<file path="src/rtl/uart_tx_arbiter.sv">
// uart_tx_arbiter: round-robin arbiter that shares one uart_tx serializer
// between N_REQ byte requesters.
//
// Ports:
//   clk_baud     baud-rate clock shared with uart_tx
//   rst          synchronous active-high reset
//   req          per-requester request level
//   req_data     byte for requester i on [8i+7:8i]
//   ack          one-cycle pulse on bit i when requester i's byte is sent
//   busy         high from grant until return to IDLE
//   grant_id     index of the current or last granted requester
//   timeout_err  one-cycle pulse when a frame is aborted by timeout
//   uart_data    byte to uart_tx, stable for the whole frame
//   uart_start   start strobe to uart_tx
//   uart_done    frame-complete indication from uart_tx
module uart_tx_arbiter #(
    parameter int unsigned N_REQ        = 4,
    parameter int unsigned IDW          = 2,
    parameter int unsigned START_CYCLES = 2,
    parameter int unsigned TIMEOUT      = 20
) (
    input  logic                 clk_baud,
    input  logic                 rst,
    input  logic [N_REQ-1:0]     req,
    input  logic [8*N_REQ-1:0]   req_data,
    output logic [N_REQ-1:0]     ack,
    output logic                 busy,
    output logic [IDW-1:0]       grant_id,
    output logic                 timeout_err,
    output logic [7:0]           uart_data,
    output logic                 uart_start,
    input  logic                 uart_done
);

    localparam int unsigned CW = $clog2(TIMEOUT + 1);

    typedef enum logic [1:0] {
        S_IDLE,
        S_START,
        S_WAIT,
        S_GAP
    } state_e;

    state_e           state_q, state_d;
    logic [CW-1:0]    cnt_q, cnt_d;
    logic [IDW-1:0]   rr_q, rr_d;
    logic [IDW-1:0]   gid_q, gid_d;
    logic [7:0]       data_q, data_d;
    logic             busy_q, busy_d;
    logic             start_q, start_d;
    logic [N_REQ-1:0] ack_q, ack_d;
    logic             tmo_q, tmo_d;

    logic             win_found;
    logic [IDW-1:0]   win_idx;
    logic [7:0]       win_byte;
    logic             lo_found;
    logic [IDW-1:0]   lo_idx;
    logic [7:0]       lo_byte;
    logic [N_REQ-1:0]   req_sh;
    logic [8*N_REQ-1:0] data_sh;

    logic [IDW-1:0]   rr_next;
    logic             tmo_hit;

    assign rr_next = (gid_q == IDW'(N_REQ - 1)) ? '0 : gid_q + IDW'(1);
    assign tmo_hit = (cnt_q == CW'(TIMEOUT - 1));

    // Winner search: lowest set bit at or above rr_q, else lowest set bit overall (wrap).
    always_comb begin
        win_found = 1'b0;
        win_idx   = '0;
        win_byte  = '0;
        lo_found  = 1'b0;
        lo_idx    = '0;
        lo_byte   = '0;
        req_sh    = '0;
        data_sh   = '0;
        for (int unsigned k = 0; k < N_REQ; k++) begin
            req_sh  = req >> k;
            data_sh = req_data >> (8 * k);
            if (req_sh[0]) begin
                if (!lo_found) begin
                    lo_found = 1'b1;
                    lo_idx   = IDW'(k);
                    lo_byte  = data_sh[7:0];
                end
                if (!win_found && (IDW'(k) >= rr_q)) begin
                    win_found = 1'b1;
                    win_idx   = IDW'(k);
                    win_byte  = data_sh[7:0];
                end
            end
        end
        if (!win_found) begin
            win_found = lo_found;
            win_idx   = lo_idx;
            win_byte  = lo_byte;
        end
    end

    // Next-state and registered-output logic.
    always_comb begin
        state_d = state_q;
        cnt_d   = cnt_q;
        rr_d    = rr_q;
        gid_d   = gid_q;
        data_d  = data_q;
        busy_d  = busy_q;
        start_d = 1'b0;
        ack_d   = '0;
        tmo_d   = 1'b0;
        case (state_q)
            S_IDLE: begin
                // After reset the counter holds off grants for one TIMEOUT
                // period so a frame still running in uart_tx can finish.
                if (cnt_q != '0) begin
                    cnt_d = cnt_q - CW'(1);
                end else if (win_found) begin
                    gid_d   = win_idx;
                    data_d  = win_byte;
                    busy_d  = 1'b1;
                    start_d = 1'b1;
                    cnt_d   = '0;
                    state_d = S_START;
                end
            end
            S_START: begin
                cnt_d = cnt_q + CW'(1);
                if (tmo_hit) begin
                    tmo_d   = 1'b1;
                    rr_d    = rr_next;
                    state_d = S_GAP;
                end else if (cnt_q == CW'(START_CYCLES - 1)) begin
                    state_d = S_WAIT;
                end else begin
                    start_d = 1'b1;
                end
            end
            S_WAIT: begin
                cnt_d = cnt_q + CW'(1);
                // Completion takes priority over a coincident timeout.
                if (uart_done) begin
                    ack_d   = N_REQ'(1) << gid_q;
                    rr_d    = rr_next;
                    state_d = S_GAP;
                end else if (tmo_hit) begin
                    tmo_d   = 1'b1;
                    rr_d    = rr_next;
                    state_d = S_GAP;
                end
            end
            S_GAP: begin
                busy_d  = 1'b0;
                cnt_d   = '0;
                state_d = S_IDLE;
            end
            default: begin
                state_d = S_IDLE;
            end
        endcase
    end

    // State and output registers.
    always_ff @(posedge clk_baud) begin
        if (rst) begin
            state_q <= S_IDLE;
            cnt_q   <= CW'(TIMEOUT);
            rr_q    <= '0;
            gid_q   <= '0;
            data_q  <= '0;
            busy_q  <= 1'b0;
            start_q <= 1'b0;
            ack_q   <= '0;
            tmo_q   <= 1'b0;
        end else begin
            state_q <= state_d;
            cnt_q   <= cnt_d;
            rr_q    <= rr_d;
            gid_q   <= gid_d;
            data_q  <= data_d;
            busy_q  <= busy_d;
            start_q <= start_d;
            ack_q   <= ack_d;
            tmo_q   <= tmo_d;
        end
    end

    assign ack         = ack_q;
    assign busy        = busy_q;
    assign grant_id    = gid_q;
    assign timeout_err = tmo_q;
    assign uart_data   = data_q;
    assign uart_start  = start_q;

endmodule

</file>
<file path="config.mk">
export PLATFORM = sky130hd
export DESIGN_NAME = uart_tx_arbiter
export DESIGN_NICKNAME = d
export VERILOG_FILES = /design/src/rtl/uart_tx_arbiter.sv
export SDC_FILE = /design/constraint.sdc
export NUM_CORES = 1
export LEC_CHECK = 0
export CAP_MARGIN = 20
export CORE_MARGIN = 10
export CORE_UTILIZATION = 40
export CTS_CLUSTER_DIAMETER = 150
export DETAILED_ROUTE_END_ITERATION = 6
export PLACE_DENSITY = 0.76
export SYNTH_ARGS = -nofsm -noshare
export SYNTH_HDL_FRONTEND = slang
export SYNTH_SLANG_ARGS = --single-unit
</file>
<file path="constraint.sdc">
create_clock -name clk_baud -period 4.2 [get_ports clk_baud]
set_input_delay 0.42 -clock clk_baud [delete_from_list [all_inputs] [get_ports clk_baud]]
set_output_delay 0.42 -clock clk_baud [all_outputs]
set_load 0.01 [all_outputs]
</file>
==> results_dict.tcl <==
set metrics [dict create \
    die_w_um 91.6 \
    syn_to_final_growth_pct 27.6 \
    min_period_over_period_pct 62.9 \
    holdCritPathClass "register to register" \
    clk_latency_ns 0.28 \
    tritoncts "built" \
    io_buffers 55 \
    synth_cells 264 \
    ys_seq_area_share_pct 25.4 \
    ctsHoldBuffers 0 \
    nets 350 \
    drtIter0Drc 162 \
    grt_first_pass_wirelength_mm 10.0 \
    cts_buffer_depth 2 \
    clkSinkCount 26 \
    synth.distinct_cells 54 \
    rows 25 \
    leakagePower_nw 0.928 \
    clock.fmax_mhz 379 \
    path_cells "clkdlybuf4s50_1 > nor2b_1 > a21oi_1 > a221oi_1 > a32oi_1 > a211oi_1" \
    crit_fanout 21 \
    post_cts_buffers 0 \
    setup.worst_path.class "primary input to register" \
    required_ns 4.39 \
    postCtsResizedCells 0 \
    min_period_ns 2.64 \
    overflow 0 \
    antenna_cells 0 \
    totalWireLength_mm 5.91 \
    clkSlewWorstSetupHoldPaths_ns 0.10 \
    dp_slack_ns 1.33 \
    gp_congestion 0.911 \
    drive_gt1_share_pct 6.98 \
    ys.warnings.count 0 \
    io_pins 56 \
    critPathSlowestCell "clkdlybuf4s50_1" \
    syn_nets 312 \
    vias 2093 \
    arrival_ns 2.83 \
    crit_buf_inv 1 \
    wl_per_cell_um 16.1 \
    hold_viol_final 0 \
    ys.flop_type "dfxtp_1" \
    setup_slack_ns 1.56 \
    worstMarginPinSlew_ns 1.02 \
    avgSynthCellArea_um2 7.76 \
    synth_edf_count 0 \
    root_buffer "clkbuf_8" \
    nFillCells 470 \
    htreeDepth 1 \
    drc 0 \
    max_stage_delay_ns 1.00 \
    endpoint_kind "register" \
    avgViaCountPerCell 5.69 \
    grt_use_total_pct 13.9 \
    syn_area_um2 2050 \
    drv_cap 0 \
    critPathLaunchType "primary input" \
    fp.dieH_um 91.6 \
    max_slew_margin_pct 31.8 \
    ys_seq_elements 26 \
    grt_max_degree 31 \
    core_area_um2 4850 \
    grt_pass1_vias 2013 \
    maxSlewViolCount 0 \
    path_delay_family "buffers and inverters" \
    status "complete, no violations" \
    setup_viol 0 \
    setup_tns_ns 0 \
    antenna_left 0 \
    dpl.hpwl_mm 4.51 \
    numCtsBuffers 3 \
    design.die.area_um2 8380 \
    async_flop_share_pct 0 \
    antenna_found_initial 0 \
    irDropWorstVdd_mv 0.153 \
    start_util_pct 42.2 \
    fin_skew_ns 0.00518 \
    rsz0062_at_grt "false" \
    p_per_area_nw_per_um2 364 \
    dr.pass1.iters 4 \
]
## power by group
part	switching, W	internal (W)
Sequential	0.0000623	0.000281
Clock	0.0000885	0.000128
Combinational	0.000199	0.000192
## sequential cells by signal (all words and copies together), names as in the netlist
register	cells
uart_data	8
cnt_q	5
ack	4
grant_id	2
rr_q	2
state_q	2
busy	1
timeout_err	1
uart_start	1
## worst reg2reg max path, cell delays in order, from the launching register on
cell and delay, ns:
dfxtp_1 0.67, nand2b_1 0.37, a21oi_1 0.19, a211oi_4 0.35
o22ai_1 0.15, a311oi_1 0.27
## per-layer routing
metal / up-vias / wire length, um / global-route usage [%]
met5: - / 0 / 0
met4: 0 / 24 / 3.39
met3: 3 / 404 / 2.96
met2: 80 / 2930 / 23.2
met1: 958 / 2550 / 17.7
li1: 1052 / - / -
## final cells by class
class                           count  area [um2]  area share (%)
Inverter                           10        37.5            1.44
Clock buffer                        3        41.3            1.58
Timing Repair Buffer               56         558            21.4
Clock inverter                      1        30.0            1.15
Multi-Input combinational cell    205        1340            51.3
Sequential cell                    26         520            19.9
Tap cell                           67        83.8            3.21
## final timing paths
| path | start | end | slack [ns] | depth (start not counted) |
|---|---|---|---|---|
| max reg2reg | rr_q[0] | uart_data[6] | 2.08 | 5 |
| max | req[0] | uart_data[0] | 1.56 | 6 |
| min | uart_data[4] | uart_data[4] | 0.50 | 2 |
| min reg2reg | uart_data[4] | uart_data[4] | 0.50 | 2 |
## synth_stat cells (all sizes together), types with 2 or more instances
master	number	area, um2
nor4	2	27.5
o21ai	14	77.6
buf	16	103
ha	9	113
a211oi	5	50.1
xor2	2	17.5
nor4b	3	41.3
a31oi	3	18.8
and3	3	20.0
nor2b	3	18.8
a32oi	6	52.6
or3	3	18.8
nand3	10	50.1
clkbuf	7	46.3
a311oi	7	61.3
nand2	25	93.8
nor2	18	75.1
a221oi	3	32.5
nor3	2	10.0
nor4bb	2	20.0
a21oi	44	220
dfxtp	26	521
nand2b	9	56.3
o22ai	11	68.8
a211o	3	26.3
inv	10	37.5
mux2i	4	40.0
## metrics by stage
stage	power, W	instances	util (%)	hold WS, ns	area, um2
final	0.000950	368	53.9	0.502	2610
after global placement	0.000724	364	52.4	0.483	2540
after detailed placement	0.000738	364	52.4	0.491	2540
after global routing	0.00102	368	53.9	0.546	2610
after CTS	0.000955	368	53.9	0.505	2610
after floorplan	0.000644	264	-	0.518	2050
## layout by cell type, fill, tap and decap left out, drive strengths merged, types with 3 or more instances in the layout
cell and instances:
a211o 3, a211oi 5, a21oi 44, a221oi 3, a311oi 7, a31oi 3, a32oi 6, and3 3
clkbuf 3, clkdlybuf4s50 55, dfxtp 26, ha 9, inv 10, mux2i 4, nand2 25, nand2b 9
nand3 10, nor2 18, nor2b 3, nor4b 3, o21ai 14, o22ai 11, or3 3
## logic make-up after synthesis
group | count (synthesis) | synth area share [%]
flops | 26 | 25.4
buf+inv | 33 | 9.10
xor+xnor | 3 | 1.28
simple gates | 86 | 23.9
mux | 4 | 1.95
fa+ha+maj | 9 | 5.50
compound gates | 103 | 32.9
(Power assumes the default switching activity.)
